`src/rtl/tristate_bus_pkg.sv`:
```
// Shared encodings and helpers for the tri-state pad bus arbiter.
package tristate_bus_pkg;

  typedef enum logic [1:0] {
    ST_IDLE  = 2'b00,
    ST_DRIVE = 2'b01,
    ST_TURN  = 2'b10
  } state_t;

  // Bits needed to hold values 0..n-1 (returns 0 for n<=1).
  function automatic int clog2(input int n);
    int r;
    r = 0;
    for (int i = 0; i < 31; i++)
      if ((1 << i) < n) r = i + 1;
    return r;
  endfunction

endpackage

```
`src/rtl/tristate_bus_arbiter_rr_pick.sv`:
```
// Combinational round-robin picker: first set req bit at or after start, wrapping.
module rr_pick #(
  parameter int NREQ = 4,
  parameter int OW   = 2
) (
  input  logic [NREQ-1:0] req,
  input  logic [OW-1:0]   start,
  output logic            valid,
  output logic [OW-1:0]   idx
);

  // Walk the search order backwards so the earliest hit is the last write.
  always_comb begin
    valid = 1'b0;
    idx   = '0;
    for (int i = NREQ - 1; i >= 0; i--) begin
      if (req[(int'(start) + i) % NREQ]) begin
        valid = 1'b1;
        idx   = OW'((int'(start) + i) % NREQ);
      end
    end
  end

endmodule

```
`src/rtl/tristate_bus_arbiter.sv`:
```
// Round-robin owner sequencer for a shared OBUFT pad bus with a forced
// high-Z turnaround window between owners.
module tristate_bus_arbiter
  import tristate_bus_pkg::*;
#(
  parameter int NREQ    = 4,
  parameter int WIDTH   = 8,
  parameter int TURN    = 2,
  parameter int MAXHOLD = 16,
  localparam int OW     = clog2(NREQ)
) (
  input  logic                    CLK,
  input  logic                    CLR_N,
  input  logic [NREQ-1:0]         REQ,
  input  logic [NREQ*WIDTH-1:0]   DIN,
  input  logic                    GTS_IN,
  output logic [NREQ-1:0]         GNT,
  output logic [OW-1:0]           OWNER,
  output logic [WIDTH-1:0]        BUS_I,
  output logic                    BUS_T,
  output logic                    BUSY
);

  localparam int HW = clog2(MAXHOLD + 1);
  localparam int TW = (clog2(TURN) < 1) ? 1 : clog2(TURN);

  state_t          state, nxt;
  logic [OW-1:0]   rr_ptr;
  logic [HW-1:0]   hold_cnt;
  logic [TW-1:0]   turn_cnt;
  logic            t_reg;
  logic            pick_vld;
  logic [OW-1:0]   pick_idx;
  logic            others_req;
  logic            leave_drive;
  logic            turn_done;

  rr_pick #(.NREQ(NREQ), .OW(OW)) u_pick (
    .req   (REQ),
    .start (rr_ptr),
    .valid (pick_vld),
    .idx   (pick_idx)
  );

  assign others_req  = |(REQ & ~(NREQ'(1) << OWNER));
  assign leave_drive = !REQ[OWNER] || GTS_IN ||
                       ((hold_cnt == HW'(MAXHOLD - 1)) && others_req);
  assign turn_done   = (turn_cnt == TW'(TURN - 1));

  always_ff @(posedge CLK or negedge CLR_N) begin
    if (!CLR_N) state <= ST_IDLE;
    else        state <= nxt;
  end

  always_comb begin
    nxt = state;
    case (state)
      ST_IDLE:  if (!GTS_IN && pick_vld) nxt = ST_DRIVE;
      ST_DRIVE: if (leave_drive)         nxt = ST_TURN;
      ST_TURN:  if (turn_done)           nxt = ST_IDLE;
      default:                           nxt = ST_IDLE;
    endcase
  end

  always_ff @(posedge CLK or negedge CLR_N) begin
    if (!CLR_N) begin
      GNT      <= '0;
      OWNER    <= '0;
      BUS_I    <= '0;
      t_reg    <= 1'b1;
      rr_ptr   <= '0;
      hold_cnt <= '0;
      turn_cnt <= '0;
    end else begin
      case (state)
        ST_IDLE: if (nxt == ST_DRIVE) begin
          GNT      <= NREQ'(1) << pick_idx;
          OWNER    <= pick_idx;
          BUS_I    <= DIN[pick_idx*WIDTH +: WIDTH];
          t_reg    <= 1'b0;
          hold_cnt <= '0;
          rr_ptr   <= (pick_idx == OW'(NREQ - 1)) ? '0 : pick_idx + 1'b1;
        end
        ST_DRIVE: if (leave_drive) begin
          // BUS_I deliberately left alone: pads are going high-Z anyway.
          GNT      <= '0;
          t_reg    <= 1'b1;
          turn_cnt <= '0;
        end else begin
          BUS_I    <= DIN[OWNER*WIDTH +: WIDTH];
          if (hold_cnt != HW'(MAXHOLD)) hold_cnt <= hold_cnt + 1'b1;
        end
        ST_TURN:  turn_cnt <= turn_cnt + 1'b1;
        default: ;
      endcase
    end
  end

  // GTS_IN bypasses the register so a global tri-state lands this cycle.
  assign BUS_T = t_reg | GTS_IN;
  assign BUSY  = (state != ST_IDLE);

endmodule
```
`config.mk`:
```
export PLATFORM = sky130hd
export DESIGN_NAME = tristate_bus_arbiter
export DESIGN_NICKNAME = d
export VERILOG_FILES = /design/src/rtl/tristate_bus_pkg.sv /design/src/rtl/tristate_bus_arbiter_rr_pick.sv /design/src/rtl/tristate_bus_arbiter.sv
export SDC_FILE = /design/constraint.sdc
export NUM_CORES = 1
export LEC_CHECK = 0
export BUFFER_PORTS_ARGS = -buffer_cell sky130_fd_sc_hd__buf_4
export CAP_MARGIN = 20
export CORE_UTILIZATION = 51
export CTS_CLUSTER_DIAMETER = 150
export DETAILED_ROUTE_END_ITERATION = 10
export HOLD_SLACK_MARGIN = 0.06
export PLACE_DENSITY = 0.85
export SLEW_MARGIN = 30
export SYNTH_ARGS = -nofsm -noshare
export SYNTH_HDL_FRONTEND = slang
export SYNTH_SLANG_ARGS = --single-unit
export TNS_END_PERCENT = 50
```
`constraint.sdc`:
```
create_clock -name CLK -period 2.4 [get_ports CLK]
set_clock_uncertainty 0.2 [all_clocks]
set_input_delay 0.36 -clock CLK [delete_from_list [all_inputs] [get_ports CLK]]
set_output_delay 0.36 -clock CLK [all_outputs]
set_load 0.01 [all_outputs]
```
After elaboration in Yosys (flattened, before gate mapping)

Cells that the tools add are included.

Input port bits: 39
Word-level logic and storage cells: 99
Register bits after elaboration: 25
Output and inout bits: 16

Add/subtract/negate cells: 6
Reduce and logical (&&, ||, !) cells: 19
Eq/ne operators: 10
Mux-type cells: 41
Magnitude comparators: 5
Bitwise logic cells: 6
Shift operators: 4

Operators by type and width:

| cell                                                                  | number |
|---|---|
| 32-bit by 6-bit indexed part select with 8-bit output                 | 2 |
| 2-bit two-way mux                                                     | 8 |
| 8-bit two-way mux                                                     | 2 |
| 8-bit one-hot mux with 2 select lines                                 | 1 |
| 1-bit two-way mux                                                     | 15 |
| 5-bit two-way mux                                                     | 3 |
| 3-bit by 4-bit < comparator with 1-bit output (second input constant) | 3 |
| 1-bit binary-select mux with 2-bit select                             | 5 |
| 5-bit one-hot mux with 2 select lines                                 | 1 |
| 4-bit two-way mux                                                     | 2 |
| 2-bit != test (second input constant)                                 | 4 |
| 4-bit one-hot mux with 2 select lines                                 | 1 |
| 1-bit by 2-bit left shift with 4-bit output (first input constant)    | 2 |
| 2-bit by 3-bit < comparator with 1-bit output (second input constant) | 2 |
| 2-bit one-hot mux with 3 select lines                                 | 1 |
| 3-bit AND reduction                                                   | 2 |
| 2-bit nonzero test                                                    | 3 |
| 2-bit OR reduction                                                    | 3 |
| 5-bit by 1-bit adder with 5-bit output (second input constant)        | 1 |
| 5-bit by 4-bit == test with 1-bit output (second input constant)      | 1 |
| 5-bit != test (second input constant)                                 | 1 |
| 2-bit by 1-bit adder with 2-bit output (second input constant)        | 2 |
| 2-bit adder (second input constant)                                   | 2 |
| 4-bit AND                                                             | 1 |
| 14 further kinds                                                      | 23 |

Logic depth before layout (Yosys ltp)

Gate-level depths: netlist of run 1.

Depth after elaboration: 16
Mapped depth: 8

Hierarchy

A second synthesis of run 1 with hierarchy kept.

Cell total of the unflattened synthesis: 136
Area total of the unflattened synthesis: 1535.2 sq um

By module, submodules not included:

| module               | seq. area each (sq um) | area an instance (sq um) | cells an instance | instances |
|---|---|---|---|---|
| tristate_bus_arbiter | 626.9                  | 1457.6                   | 123               | 1 |
| rr_pick              | 0.0                    | 77.6                     | 13                | 1 |

Worst setup path after synthesis of run 1

OpenSTA, ideal clock, no wires.

Path kind: reg-to-reg
Start point: reg OWNER[0]
End point: reg BUS_I[0]
Buffers on the path: 1
Slack: 147 ps
Data required time: 2079 ps
Cell stages (with the launch flop): 9
Data arrival time: 1932 ps
Setup time: 121 ps
Clock period less this slack: 2253 ps
Cell sequence: dfrtp_1 > clkbuf_1 > mux4_1 > nand3b_1 > a31oi_4 > nor2_4 > inv_2 > o31a_1 > a22o_1

Cells in the longest elaborated chain, start to end: 11
Elaborated cells between the ends (all ways): 19
Those cells by class: 3 x eq/ne; 2 x shift; 6 x mux; 2 x bitwise; 6 x reduce/logical

Ends and longest elaborated chain:

| element                                     | line                       | text |
|---|---|---|
| start, declared                             | tristate_bus_arbiter.sv:18 | `output logic [OW-1:0] OWNER,` |
| start signal, assigned                      | tristate_bus_arbiter.sv:78 | `OWNER <= pick_idx;` |
| 1-bit by 2-bit left shift with 4-bit output | tristate_bus_arbiter.sv:45 | `assign others_req = \|(REQ & ~(NREQ'(1) << OWNER));` |
| 4-bit inverter                              | tristate_bus_arbiter.sv:45 |  |
| 4-bit AND                                   | tristate_bus_arbiter.sv:45 |  |
| 4-bit OR reduction                          | tristate_bus_arbiter.sv:45 |  |
| 1-bit logical AND                           | tristate_bus_arbiter.sv:47 | `((hold_cnt == HW'(MAXHOLD - 1)) && others_req);` |
| 1-bit logical OR *                          | tristate_bus_arbiter.sv:46 | `assign leave_drive = !REQ[OWNER] \|\| GTS_IN \|\|` |
| 2-bit two-way mux *                         | tristate_bus_arbiter.sv:59 | `ST_DRIVE: if (leave_drive) nxt = ST_TURN;` |
| 2-bit one-hot mux with 3 select lines *     | tristate_bus_arbiter.sv:57 | `case (state)` |
| net nxt[0]                                  | tristate_bus_arbiter.sv:27 | `state_t state, nxt;` |
| 2-bit by 1-bit == test with 1-bit output *  | tristate_bus_arbiter.sv:76 | `ST_IDLE: if (nxt == ST_DRIVE) begin` |
| 2-bit != test (no line) *                   | -                          |  |
| 3-bit AND reduction (no line) *             | -                          |  |
| end signal, assigned                        | tristate_bus_arbiter.sv:79 | `BUS_I <= DIN[pick_idx*WIDTH +: WIDTH];` |
| end signal, assigned                        | tristate_bus_arbiter.sv:90 | `BUS_I <= DIN[OWNER*WIDTH +: WIDTH];` |
| end, declared                               | tristate_bus_arbiter.sv:19 | `output logic [WIDTH-1:0] BUS_I,` |

Mark *: on every way through the listed nets, which the timed path passes. The rest lies on a longest branch. The select of a mux whose other input is x is not followed.
A chain may end at the register's enable or synchronous reset.

Final worst setup path of run 1

Start point: reg hold_cnt[0]
End point: reg hold_cnt[2]

Cells in the longest elaborated chain, start to end: 8
Elaborated cells between the ends (all ways): 15
Those cells by class: 1 x add/sub; 6 x eq/ne; 5 x mux; 3 x reduce/logical

Ends and longest elaborated chain:

| element                                  | line                       | text |
|---|---|---|
| start, declared                          | tristate_bus_arbiter.sv:29 | `logic [HW-1:0] hold_cnt;` |
| start signal, assigned                   | tristate_bus_arbiter.sv:91 | `if (hold_cnt != HW'(MAXHOLD)) hold_cnt <= hold_cnt + 1'b1;` |
| 5-bit by 4-bit == test with 1-bit output | tristate_bus_arbiter.sv:47 |  |
| 1-bit logical AND                        | tristate_bus_arbiter.sv:47 |  |
| 1-bit logical OR                         | tristate_bus_arbiter.sv:46 |  |
| 2-bit two-way mux                        | tristate_bus_arbiter.sv:59 |  |
| 2-bit one-hot mux with 3 select lines    | tristate_bus_arbiter.sv:57 |  |
| 2-bit by 1-bit == test with 1-bit output | tristate_bus_arbiter.sv:76 |  |
| 2-bit != test (no line)                  | -                          |  |
| 4-bit AND reduction (no line)            | -                          |  |

Parallel ways exist; a longest one is shown, timed or not. The select of a mux whose other input is x is not followed.

==> impl_metrics.yaml, run 1 <==
timing:
  relSlewSlack: 0.627
  finalCritPeriodShare: 0.917
  finalCriticalPeriod_ps: 2200
  setup_viol: 0
  finalHoldViolCount: 0
  fin_setup_tns_ps: 0
  fmax_ghz: 0.455
  worst_pin_slew_ps: 560
  finalMaxSlewViolations: 0
  rsz0062_at_grt: "false"
yosys:
  ys_warn_count: 0
  seq_area_frac_synth: 0.360
  synth_edf_count: 0
  ys.flop_type: "dfrtp_1"
  yosys-top-cells-area: "dfrtp_1 34%, o21ai_0 6.3%, nand2_1 5.4%"
  synth.avg_cell_area_um2: 8.63
  synth_area_leader_cell: "dfrtp_1"
  synth_cell_types: 41
  syn_nets: 248
  synth_top_area_frac: 0.345
  ys_seq_elements: 25
  syn_area_um2: 1740
  async_reset_ff_frac: 1.00
  synth_cells: 202
floorplan:
  core_area_um2: 3150
  io-pin-count: 55
  start_util: 0.553
  die_area_um2: 3660
  row_count: 20
  die_h_um: 60.5
  die_x_um: 60.5
clocking:
  cts_setup_buffers: 0
  cts_hold_buffers: 1
  ctsResizeCount: 0
  cts.path.max_buffers: 2
  clk_pin_slew_ps: 150
  cts.sinks: 25
  cts_tree: "yes"
  cts-root-buf: "clkbuf_4"
  htreeDepth: 1
  numCtsBuffers: 3
  clk_latency_ps: 340
grt:
  gr-usage-all-layers: 0.268
  grt_antenna_before_repair: 0
  grt_pass1_wl_um: 7250
  grt_max_degree: 33
  grt_pass1_vias: 1557
  grt-ovfl-total: 0
final_layout:
  largest_register_ffs: 8
  antenna_cells: 0
  design_area_um2: 2280
  top_register: "BUS_I"
  top_regs: "BUS_I: 8 flops, hold_cnt: 5 flops, GNT: 4 flops"
  n_fill_cell: 268
  drive_gt1_frac: 0.290
  syn2layout_area_growth_pct: 30.9
  fin_nets: 306
place:
  hpwl_um: 3470
  place_area_um2: 2240
  gp_congestion: 0.861
  port_buffers: 54
power_and_ir_drop:
  power.density_nw_per_um2: 1020
  power.share.clock: 0.087
  seqPwrFrac: 0.317
  total_power_uw: 2330
  internal_power_uw: 1320
  switching_share: 0.433
  p_leak_uw: 0.00106
  comb_power_share: 0.596
  p_sw_uw: 1010
  ir_drop_v: 0.000515
detailed_routing:
  remaining_drc_errors: 0
  ant_nets: 0
  routedWlPerCell_um: 15.2
  routed-via-count: 1734
  routed_wl_um: 4600
  drt_iter0_markers: 88
  dr.pass1.iters: 4
  viasPerCell: 5.72
setup_path:
  end_kind: "flop"
  critical_path_class: "reg2reg"
  cp-start-kind: "flop"
  startpoint: "hold_cnt[0]"
  arrival_ps: 2280
  worstPathRequired_ps: 2480
  cp_max_fo: 5
  r2r-start: "hold_cnt[0]"
worst_hold_path:
  min_path_type: "in2reg"
  min-delay-start: "GTS_IN"
run_status:
  status: "complete, no violations"
flow_run:
  cap_violations: 0
## layout make-up
class / count / area, um2 / area share
inverters: 10 / 37.5 / 0.0164
clock inverters: 1 / 7.51 / 0.00329
flip-flops and latches: 25 / 627 / 0.275
repair buffers: 62 / 480 / 0.211
clock buffers: 3 / 22.5 / 0.00987
well taps: 44 / 55.1 / 0.0241
multi-input cells: 158 / 1050 / 0.461
## worst max-delay path, stage by stage (launching register included)
cell,delay [ps]
dfrtp_1,450
ha_1,230
and3_1,200
ha_1,220
a31oi_4,210
o41ai_2,130
or3_1,350
a21oi_1,150
## final timing paths
| kind | end | slack (ps) | cells past startpoint |
|---|---|---|---|
| max | hold_cnt[2] | 200 | 7 |
| min | state[1] | 110 | 3 |
| max reg2reg | hold_cnt[2] | 200 | 7 |
| min reg2reg | BUS_I[3] | 320 | 1 |
| max in group asynchronous | t_reg | 1460 | 2 |
| min in group asynchronous | BUS_I[2] | 250 | 2 |
## cells by family (layout without fill, tap and decap cells)
logic type,count (synthesis),after routing,synth area share
buf+inv,19,76,0.0416
xor+xnor,1,1,0.00503
simple gates,82,82,0.261
flops,25,25,0.360
fa+ha+maj,7,7,0.0502
mux,3,3,0.0266
compound gates,65,65,0.256
## cell usage in the layout, fill, tap and decap left out, types with 2 or more instances in the layout
cell | Yosys | final
o31a_1 | 8 | 8
o21ai_0 | 22 | 22
inv_1 | 9 | 9
ha_1 | 7 | 7
buf_4 | 0 | 60
nor2_1 | 13 | 13
and2_1 | 10 | 10
nand2_1 | 25 | 25
or2_2 | 2 | 2
o21a_1 | 2 | 2
nor2b_1 | 2 | 2
o211ai_1 | 8 | 8
nor3b_1 | 11 | 11
clkbuf_4 | 0 | 3
a21oi_1 | 11 | 11
nand3_1 | 3 | 3
and3_1 | 3 | 3
or3_4 | 2 | 2
mux2i_1 | 2 | 2
a22o_1 | 8 | 8
or3_1 | 3 | 3
dfrtp_1 | 24 | 24
## cells in the mapped netlist, drive strengths merged (5+ instances only)
cell	number
nor3b	11
or3	5
dfrtp	24
a22o	8
o211ai	8
o21ai	23
nor2	14
inv	10
clkbuf	7
ha	7
a21oi	11
and2	10
o31a	8
nand2	25
## metrics by stage
stage | util | cells | setup WS, ps | hold slack (ps)
2_1_floorplan | - | 202 | 147 | -136
3_3_place_gp | 0.711 | 298 | 108 | 82.0
3_5_place_dp | 0.711 | 298 | 38.1 | 87.0
4_1_cts | 0.724 | 303 | 234 | 120
5_1_grt | 0.724 | 303 | 67.6 | 131
6_report | 0.724 | 303 | 200 | 114
## power groups by stage
| stage | Clock (uW) | Combinational (uW) | Sequential, uW |
|---|---|---|---|
| 5_1_grt | 217 | 1550 | 762 |
| 3_3_place_gp | 0 | 1350 | 738 |
| 3_5_place_dp | 0 | 1390 | 747 |
| 2_1_floorplan | 0 | 818 | 756 |
| 4_1_cts | 205 | 1400 | 737 |
| 6_report | 202 | 1390 | 740 |
## routing by layer
metal | wire (um) | GRT usage
met5 | 0 | 0
met4 | 53 | 0.0812
met2 | 2360 | 0.436
met3 | 211 | 0.0341
met1 | 1980 | 0.373
(Power assumes the default switching activity.)
==> run 2, diff against run 1 <==
- RECOVER_POWER: not set -> 50
==> impl_metrics.yaml, run 2 (same netlist as run 1, synthesis figures left out) <==
floorplan:
  die_x_um: 60.5
  io-pin-count: 55
  start_util: 0.553
  core_area_um2: 3150
  die_h_um: 60.5
  row_count: 20
  die_area_um2: 3660
detailed_routing:
  routed_wl_um: 4590
  dr.pass1.iters: 4
  viasPerCell: 5.72
  ant_nets: 0
  remaining_drc_errors: 0
  routedWlPerCell_um: 15.1
  routed-via-count: 1734
  drt_iter0_markers: 86
run_status:
  status: "complete, no violations"
final_layout:
  syn2layout_area_growth_pct: 29.0
  design_area_um2: 2250
  top_regs: "BUS_I: 8 flops, hold_cnt: 5 flops, GNT: 4 flops"
  fin_nets: 306
  final_cell_mix: "51 x buf_4, 25 x nand2_1, 24 x dfrtp_1, 22 x o21ai_0, 13 x nor2_1"
  antenna_cells: 0
  drive_gt1_frac: 0.255
  final-seq-area_um2: 627
  finish.utilization: 0.713
  final_common_cell: "buf_4"
  largest_register_ffs: 8
  n_fill_cell: 278
  top_register: "BUS_I"
  multi_input_area_um2: 1050
setup_path:
  end_kind: "flop"
  crit_family: "simple AND/OR/NAND/NOR gates"
  rrSetupSlack_ps: 200
  arrival_ps: 2280
  worstPathRequired_ps: 2470
  cp_num_buf_inv: 0
  cp_max_fo: 5
  crit_top_cell: "ha_1"
  worstPathCellList: "ha_1 -> and3_1 -> ha_1 -> a31oi_4 -> o41ai_2 -> or3_1 -> a21oi_1"
  cp-start-kind: "flop"
  critical_path_class: "reg2reg"
  crit_path_top_delay_cell: "dfrtp_1"
  max_stage_delay_ps: 450
timing:
  relSlewSlack: 0.0974
  finalCritPeriodShare: 0.917
  hold-worst-slack_ps: 118
  rsz0062_at_grt: "false"
  fmax_ghz: 0.454
  finalMaxSlewViolations: 0
  worst_pin_slew_ps: 1350
  finalCriticalPeriod_ps: 2200
  fin_setup_tns_ps: 0
  setup_viol: 0
  finalHoldViolCount: 0
clocking:
  numCtsBuffers: 3
  ctsResizeCount: 0
  htreeDepth: 1
  cts_tree: "yes"
  cts.sinks: 25
  clk_latency_ps: 330
  cts.path.max_buffers: 2
  cts-root-buf: "clkbuf_4"
  clk_pin_slew_ps: 150
grt:
  grt_antenna_before_repair: 0
  grt-ovfl-total: 0
  grt_pass1_wl_um: 7250
  grt_pass1_vias: 1557
  grt_max_degree: 33
  gr-usage-all-layers: 0.268
place:
  port_buffers: 54
  place_area_um2: 2240
  hpwl_um: 3470
  gp_congestion: 0.861
power_and_ir_drop:
  p_leak_uw: 0.00102
  ir_drop_v: 0.000499
  power.density_nw_per_um2: 1020
worst_hold_path:
  min_path_type: "in2reg"
flow_run:
  cap_violations: 0
## run 2: area by class of cell
class / count / share of cell area
Timing Repair Buffer: 62 / 0.199
Inverter: 10 / 0.0167
Tap cell: 44 / 0.0245
Clock buffer: 3 / 0.0100
Sequential cell: 25 / 0.279
Multi-Input combinational cell: 158 / 0.468
Clock inverter: 1 / 0.00334
## run 2: metal layers
| metal | global-route usage | vias to the layer above | part of all wire | wire length, um |
|---|---|---|---|---|
| met5 | 0 | - | 0 | 0 |
| met4 | 0.0812 | 0 | 0.012 | 53 |
| met3 | 0.0341 | 6 | 0.037 | 171 |
| met2 | 0.436 | 50 | 0.51 | 2340 |
| met1 | 0.373 | 833 | 0.44 | 2030 |
| li1 | - | 845 | - | - |
## run 2: final timing paths
path	start	to	cells after the start
worst max-delay path	hold_cnt[0]	hold_cnt[2]	7
worst min-delay path	GTS_IN	state[1]	3
worst max register to register	hold_cnt[0]	hold_cnt[2]	7
worst min register to register	BUS_I[3]	BUS_I[3]	1
max in group asynchronous	CLR_N	hold_cnt[4]	2
min in group asynchronous	CLR_N	BUS_I[4]	2
## run 2: power breakdown
| part | internal (uW) | switching, uW |
|---|---|---|
| Clock | 63.9 | 138 |
| Combinational | 619 | 733 |
| Sequential | 593 | 144 |
## run 2: metrics by stage
stage	setup slack [ps]	cells	total power, uW
floorplan	147	202	1570
global placement	108	298	2090
detailed placement	38.1	298	2140
CTS	234	303	2340
global route	67.6	303	2480
finish	198	303	2290
## run 2: repair_timing
item / CTS / global route
hold buffers: 1 / 0
hold endpoints to repair: 25 / 0
endpoints found under the setup margin: 0 / 0
setup buffers: 0 / 0
## run 2: worst register-to-register path, delay by kind of cell, from the launching register on
kind                       cells  cell delay (ps)
and+or+nand+nor                2              550
AOI/OAI and AO/OA              3              490
DFF                            1              450
adders and majority gates      2              450
==> run 3, diff against run 2 <==
- CELL_PAD_IN_SITES_DETAIL_PLACEMENT: not set -> 1
- CELL_PAD_IN_SITES_GLOBAL_PLACEMENT: not set -> 2
- CORE_UTILIZATION: 51 -> 29
- PLACE_DENSITY: 0.85 -> 0.84
- SLEW_MARGIN: 30 -> 20
==> impl_metrics.yaml, run 3 (same netlist as run 1, synthesis figures left out) <==
run_status:
  status: "complete, no violations"
setup_path:
  cp-start-kind: "flop"
  arrival_ps: 2180
  worstPathRequired_ps: 2370
  critical_path_class: "reg2reg"
  startpoint: "rr_ptr[1]"
  cp_max_fo: 32
  r2r-end: "BUS_I[6]"
  rrSetupSlack_ps: 180
  r2r-start: "rr_ptr[1]"
  ff2ff_path_depth: 7
  end_kind: "flop"
grt:
  grt_pass1_vias: 1755
  grt_max_degree: 33
  grt-ovfl-total: 0
  gr-usage-all-layers: 0.178
  grt_pass1_wl_um: 8670
  grt_antenna_before_repair: 0
clocking:
  numCtsBuffers: 3
  clk_latency_ps: 270
  clk_pin_slew_ps: 90
  cts_tree: "yes"
  cts.sinks: 25
  cts_setup_buffers: 0
  cts-root-buf: "clkbuf_8"
  cts.path.max_buffers: 2
  htreeDepth: 1
floorplan:
  io-pin-count: 55
  row_count: 27
  start_util: 0.309
  die_h_um: 79.5
  die_x_um: 79.5
  die_area_um2: 6320
  core_area_um2: 5640
timing:
  finalHoldViolCount: 0
  fmax_ghz: 0.451
  finalCritPeriodShare: 0.924
  setup_ws_ps: 183
  fin_setup_tns_ps: 0
  rsz0062_at_grt: "false"
  finalCriticalPeriod_ps: 2220
  finalMaxSlewViolations: 0
  relSlewSlack: 0.0500
  setup_viol: 0
  worst_pin_slew_ps: 1430
final_layout:
  n_fill_cell: 677
  largest_register_ffs: 8
  final_cell_mix: "52 x buf_4, 25 x nand2_1, 24 x dfrtp_1, 22 x o21ai_0, 13 x nor2_1"
  top_register: "BUS_I"
  drive_gt1_frac: 0.258
  syn2layout_area_growth_pct: 32.5
  antenna_cells: 0
  final_common_cell: "buf_4"
  finish.utilization: 0.409
  fin_nets: 307
  top_regs: "BUS_I: 8 flops, hold_cnt: 5 flops, GNT: 4 flops"
place:
  dpl_worst_slack_ps: 7.15
  gp_congestion: 0.899
  hpwl_um: 3900
  port_buffers: 54
power_and_ir_drop:
  p_sw_uw: 1030
  ir_drop_v: 0.000362
  seqPwrFrac: 0.314
  switching_share: 0.433
  total_power_uw: 2370
  internal_power_uw: 1340
  power.density_nw_per_um2: 1020
  comb_power_share: 0.579
  p_leak_uw: 0.00104
  power.share.clock: 0.107
detailed_routing:
  routedWlPerCell_um: 15.5
  routed-via-count: 1695
  drt_iter0_markers: 65
  viasPerCell: 5.11
  ant_nets: 0
  dr.pass1.iters: 4
  routed_wl_um: 5150
  remaining_drc_errors: 0
worst_hold_path:
  min_path_cells: 3
  min-delay-start: "GTS_IN"
  min_path_type: "in2reg"
  hold_end: "state[1]"
flow_run:
  cap_violations: 0
-- run 3: cell types whose count changed in the layout (fill, tap and decap cells not counted), sizes merged --
cell,previous run,this run
buf,52,53
clkbuf,12,13
clkinvlp,1,0
-- run 3: how the worst max path moves through the flow --
stage,to,slack [ps]
3_3_place_gp,hold_cnt[2],60
6_report,BUS_I[6],180
2_1_floorplan,BUS_I[0],150
3_5_place_dp,BUS_I[3],7
5_1_grt,GNT[1],50
4_1_cts,BUS_I[3],40
-- run 3: worst max-delay path, cell delays in order, from the launching register on --
cell and delay, ps:
dfrtp_1 480, nand2b_1 180, a21oi_1 330, nor4_4 100, buf_12 180, and2_1 160, o31a_1 300, a22o_1 190
-- run 3: final cells by class --
type	instances	area, um2	area share
sequential	25	627	0.271
inverter	10	37.5	0.0163
multi-input combinational	158	1060	0.457
timing repair buffer	63	454	0.197
tap	72	90.1	0.0390
clock buffer	4	45.0	0.0195
-- run 3: metrics by stage --
step	area (um2)	cells	hold slack [ps]
finish	2310	332	220
global route	2310	332	263
CTS	2340	332	209
detailed placement	2280	327	94.4
global placement	2280	327	93.5
floorplan	1740	202	-136
-- run 3: power by group through the flow --
stage	Combinational, uW	Sequential, uW	Clock (uW)
finish	1370	743	254
global route	1540	772	282
detailed placement	1420	752	0
floorplan	818	756	0
global placement	1400	752	0
CTS	1430	745	270
-- run 3: metal layers --
metal	global-route usage	part of all wire	up-vias
met5	0	0	-
met4	0.0491	0.0083	0
met3	0.0160	0.025	2
met2	0.298	0.48	21
met1	0.242	0.49	830
li1	-	-	842
-- run 3: repair_timing --
action,in CTS,in global routing
resized for setup,0,1
hold endpoints to repair,24,0
hold buffers,1,0
setup endpoints to repair,0,8
